--- src/rtl/soc_bram_ctl.sv ---
// Bus-side controller for four byte-wide synchronous BRAM lanes: 32-bit word
// requests with byte enables, one-cycle read latency sequencing, misalignment rejection.
module soc_bram_ctl #(
    parameter int addr_width = 8
) (
    input  logic                  clk,
    input  logic                  rstn,
    input  logic                  i_stb,
    input  logic                  i_rw,
    input  logic [31:0]           i_addr,
    input  logic [3:0]            i_be,
    input  logic [31:0]           i_dtw,
    output logic [31:0]           o_dtr,
    output logic                  o_ack,
    output logic                  o_err,
    output logic                  o_busy,
    output logic [addr_width-1:0] bram_addr,
    output logic [3:0]            bram_we,
    output logic [31:0]           bram_din,
    input  logic [31:0]           bram_dout
);

    typedef enum logic [1:0] {
        IDLE = 2'd0,
        WR   = 2'd1,
        RD1  = 2'd2,
        RD2  = 2'd3
    } state_t;

    state_t                state_r;
    state_t                state_s;
    logic                  ack_s;
    logic                  err_s;
    logic [31:0]           dtr_s;
    logic [addr_width-1:0] addr_s;
    logic [3:0]            we_s;
    logic [31:0]           din_s;
    logic [addr_width-1:0] widx_s;

    // Upper address bits are dropped so accesses alias modulo the mapped size
    assign widx_s = i_addr[addr_width+1:2];
    assign o_busy = (state_r != IDLE);

    // Next-state and next-output decode; ack/err/we fall back to 0 every cycle
    always_comb begin
        state_s = state_r;
        ack_s   = 1'b0;
        err_s   = 1'b0;
        dtr_s   = o_dtr;
        addr_s  = bram_addr;
        we_s    = 4'b0000;
        din_s   = bram_din;
        case (state_r)
            IDLE: begin
                if (i_stb) begin
                    if (i_addr[1:0] != 2'b00) begin
                        ack_s = 1'b1;
                        err_s = 1'b1;
                    end else if (i_rw) begin
                        addr_s  = widx_s;
                        din_s   = i_dtw;
                        we_s    = i_be;
                        state_s = WR;
                    end else begin
                        addr_s  = widx_s;
                        state_s = RD1;
                    end
                end else begin
                    state_s = IDLE;
                end
            end
            WR: begin
                ack_s   = 1'b1;
                state_s = IDLE;
            end
            RD1: begin
                // BRAM captures the addressed word on this edge
                state_s = RD2;
            end
            RD2: begin
                dtr_s   = bram_dout;
                ack_s   = 1'b1;
                state_s = IDLE;
            end
            default: begin
                state_s = IDLE;
            end
        endcase
    end

    // State and registered BRAM/bus outputs
    always_ff @(posedge clk or negedge rstn) begin
        if (!rstn) begin
            state_r   <= IDLE;
            o_ack     <= 1'b0;
            o_err     <= 1'b0;
            o_dtr     <= 32'h0000_0000;
            bram_addr <= '0;
            bram_we   <= 4'b0000;
            bram_din  <= 32'h0000_0000;
        end else begin
            state_r   <= state_s;
            o_ack     <= ack_s;
            o_err     <= err_s;
            o_dtr     <= dtr_s;
            bram_addr <= addr_s;
            bram_we   <= we_s;
            bram_din  <= din_s;
        end
    end

endmodule

--- config.mk ---
export PLATFORM = sky130hd
export DESIGN_NAME = soc_bram_ctl
export DESIGN_NICKNAME = d
export VERILOG_FILES = /design/src/rtl/soc_bram_ctl.sv
export SDC_FILE = /design/constraint.sdc
export NUM_CORES = 1
export LEC_CHECK = 0
export CELL_PAD_IN_SITES_DETAIL_PLACEMENT = 1
export CELL_PAD_IN_SITES_GLOBAL_PLACEMENT = 1
export CORE_MARGIN = 4
export CORE_UTILIZATION = 26
export DETAILED_ROUTE_END_ITERATION = 6
export HOLD_SLACK_MARGIN = 0.1
export PLACE_DENSITY_LB_ADDON = 0.1
export SYNTH_ARGS = -nofsm -noshare
export SYNTH_HDL_FRONTEND = slang
export SYNTH_SLANG_ARGS = --single-unit
--- constraint.sdc ---
create_clock -name clk -period 1.51 [get_ports clk]
set_clock_uncertainty 0.1 [all_clocks]
set_input_delay 0.302 -clock clk [delete_from_list [all_inputs] [get_ports clk]]
set_output_delay 0.302 -clock clk [all_outputs]
set_load 0.005 [all_outputs]
**Word-level counts from Yosys, hierarchy flattened**

Cells that the tools add are included.

- Flip-flop bits (word level): 80
- Input bits: 104
- Word-level logic and storage cells: 30
- Output and inout bits: 79

- Multiplexer cells: 12
- Bitwise operators: 1
- Equality and inequality tests: 4
- Reduce and logical (&&, ||, !) cells: 6

Operators with widths:

| kind | number |
|---|---|
| $mux W4 | 4 |
| $mux W2 | 3 |
| $pmux W2 S3 | 1 |
| $eq A2 B2 Y1 const B | 2 |
| $reduce_and A4 Y1 | 1 |
| $reduce_bool A2 Y1 | 2 |
| $mux W1 | 3 |
| $ne A3 B3 Y1 const B | 1 |
| $reduce_and A3 Y1 | 1 |
| $eq A2 B1 Y1 const B | 1 |
| $logic_not A2 Y1 | 1 |
| $pmux W1 S2 | 1 |
| $reduce_or A2 Y1 | 1 |
| $not A1 Y1 | 1 |

**Logic depth before layout (Yosys ltp)**

- Depth after elaboration: 4
- Gate-level depth with buffers: 4
- Depth with buffers taken out: 3

**Worst setup path before layout**

No wires, ideal clock.

- Path kind: register to register
- Start point: register state_r[1]
- End point: register bram_din[10]
- Stages on the path, launching flop included: 5
- Clock period less this slack: 1.513 ns
- Setup slack: -0.003 ns
- Path buffers: 1
- Arrival: 1.288 ns
- Data required time: 1.285 ns
- Library setup time: 0.125 ns
- Path through: dfrtp_1 nor3b_4 nand3_4 buf_6 mux2_4

- Longest elaborated chain between the ends: 2

RTL lines:

| what | RTL line | source |
|---|---|---|
| start: declaration | 30 | `state_t state_r;` |
| start signal: assignment | 102 | `state_r <= state_s;` |
| $logic_not A2 Y1 | 53 | `case (state_r)` |
| $reduce_and A4 Y1 (no line) | -- |  |
| end signal: assignment | 108 | `bram_din <= din_s;` |
| end: declaration | 19 | `output logic [31:0] bram_din,` |

Every way passes these cells.
A chain may end at the register's enable or synchronous reset.

**Worst setup path in the final report**

- Start point: input i_stb
- End point: register bram_din[19]

- Longest elaborated chain between the ends: 1

RTL lines:

| what | RTL line | source |
|---|---|---|
| start: declaration | 8 | `input logic i_stb,` |
| $reduce_and A4 Y1 (no line) | -- |  |

Every way passes these cells.

==> reports/results.ini <==
[outcome]
failed_checks = setup timing
status = complete, but fails checks

[timing]
setup_viol = 41
worst-slew-pin-transition_ns = 0.264
hold_ws_ns = 0.242
clock.fmax_mhz = 608
slew_headroom = 0.824
slew_viol_final = 0
finalCritPeriodShare = 1.09
hold_viol_final = 0
layout_min_cycle_time_ns = 1.64
rsz0062_at_grt = true
timing.final.ws_setup_ns = -0.133

[grt]
grt_pass1_vias = 2373
globalRouteOverflowTotal = 0
antenna_found_initial = 0
track_usage = 0.122
grt_start_max_net_pins = 39
grt_pass1_wl_mm = 12.6

[place]
gp_congestion = 0.756
numPortBuffers = 160
hpwlAfterDp_mm = 6.10

[synthesis]
synth.cell_area_sq_um = 3080
syn_nets = 284
synthCells = 180
synth-seq-cells = 80
synth_warnings = 0
synth.distinct_cells = 15
yosysSeqAreaShare = 0.649
synth_edf_count = 0
async_flop_share = 1.00
synth_ff_type = dfrtp_1
syn_area_per_cell_sq_um = 17.1

[worst_setup_path]
reg2reg_from = state_r[0]
crit_fanout = 26
end_kind = flip-flop
worst_setup_path_start_kind = input pin
crit_type = input pin to flip-flop
r2r-end = bram_din[19]
regToRegSetupSlack_ns = -0.12
cp.required_ns = 1.62
reg2reg_depth = 5
worstPathArrival_ns = 1.75

[finish]
layout_common_cells = dfrtp_1 (80), clkdlybuf4s50_1 (80), dlygate4sd2_1 (78), mux2_2 (45), mux2_4 (27)
antenna_cells = 0
area_growth_pct = 72.7
drive_above_1_share = 0.300
nets = 469
fill_cells = 1156

[cts]
cts_tree = done
clock_latency_ns = 0.32
cts_htree_levels = 3
clk_pin_slew_worst_paths_ns = 0.06
cts.sinks = 80
numCtsBuffers = 9
cts_buffer_depth = 2
ctsRootBufferMaster = clkbuf_16

[die]
die_w_um = 117
dieArea_sq_um = 13700
initial_core_util = 0.268
fp-row-count = 39
ioPinCount = 183
dieHeight_um = 117
core_area_sq_um = 11500

[detailed_routing]
num_vias = 2180
ant_nets = 0
drtIter0Drc = 33
vias_per_cell = 4.25
drtPass1Iterations = 4
routedWlPerCell_um = 16.6
drc = 0
drt_wl_total_mm = 8.53

[run]
maxCapViolations = 0

[power]
ir_worst_vdd_v = 0.000555
power_density_nw_per_um2 = 1650
finalPower_uw = 8800
p_leak_uw = 0.00255

[worst_hold_path]
hold_path_class = input pin to async pin

==> metal layers <==
layer	routed length, um	global-route usage
met5	0	0
met4	138	0.0573
met3	599	0.0375
met2	4310	0.204
met1	3480	0.143
==> layout make-up <==
| class | instances | area, sq um | share of cell area |
|---|---|---|---|
| Multi-Input combinational cell | 89 | 1050 | 0.197 |
| Tap cell | 143 | 179 | 0.0336 |
| Inverter | 5 | 18.8 | 0.00352 |
| Timing Repair Buffer | 180 | 1760 | 0.330 |
| Clock inverter | 3 | 65.1 | 0.0122 |
| Clock buffer | 13 | 250 | 0.0470 |
| Sequential cell | 80 | 2000 | 0.376 |
==> state kept, by name, indices dropped and copies added (netlist names) <==
| signal | flops |
|---|---|
| bram_din | 32 |
| o_dtr | 32 |
| bram_we | 4 |
| o_err | 1 |
| o_ack | 1 |
| state_r | 2 |
| bram_addr | 8 |
==> synth_stat cells (2+ instances only) <==
| master | instances | area, sq um |
|---|---|---|
| buf_6 | 3 | 33.8 |
| mux2_4 | 26 | 390 |
| dfrtp_1 | 80 | 2000 |
| mux2_2 | 46 | 518 |
| nor2_1 | 7 | 26.3 |
| a21oi_1 | 2 | 10.0 |
| nand2_1 | 2 | 7.51 |
| inv_1 | 5 | 18.8 |
| buf_2 | 3 | 15.0 |
==> power breakdown <==
group	internal, uW	switching, uW	leakage, uW	total, uW
registers	3060	428	0.000962	3480
clock network	1490	814	0.000154	2310
logic	2040	969	0.00143	3010
total	6590	2210	0.00255	8800
==> logic make-up (layout without fill, tap and decap cells) <==
| kind of cell | Yosys count | in the layout | synth area share |
|---|---|---|---|
| buf+inv | 11 | 201 | 0.0219 |
| simple gates | 14 | 14 | 0.0288 |
| flops | 80 | 80 | 0.649 |
| mux | 72 | 72 | 0.295 |
| compound gates | 3 | 3 | 0.00568 |
==> metrics by stage <==
stage	TNS [ns]	util	std cells	setup WS, ns	cell area [sq um]
2_1_floorplan	-0.0525	-	180	-0.00263	3080
3_3_place_gp	-19.33	0.429	488	-0.485	4950
3_5_place_dp	-20.25	0.429	488	-0.521	4950
4_1_cts	-3.37	0.454	509	-0.122	5230
5_1_grt	-6.74	0.462	513	-0.202	5330
6_report	-3.69	0.462	513	-0.133	5330
==> worst max-delay path: stages <==
cell and delay [ns]:
clkdlybuf4s50_1 0.53, nor3b_4 0.27, nand3_4 0.12, buf_12 0.19, mux2_4 0.31
==> worst max path at each step <==
stage	from	slack, ns	depth (start not counted)	to
after floorplan	state_r[1]	-0.003	4	bram_din[10]
after global placement	i_stb	-0.49	5	bram_addr[7]
after detailed placement	i_stb	-0.52	5	bram_addr[3]
after CTS	state_r[0]	-0.12	5	bram_din[8]
after global routing	state_r[0]	-0.20	5	bram_din[20]
final	i_stb	-0.13	5	bram_din[19]
==> what timing repair did <==
| item | CTS | global route |
|---|---|---|
| setup buffers | 5 | 2 |
| resized for setup | 90 | 4 |
| hold buffers | 1 | 0 |
| endpoints found under the hold margin | 80 | 0 |
| gates cloned | 0 | 3 |
| endpoints found under the setup margin | 121 | 77 |
(Power assumes the default switching activity.)
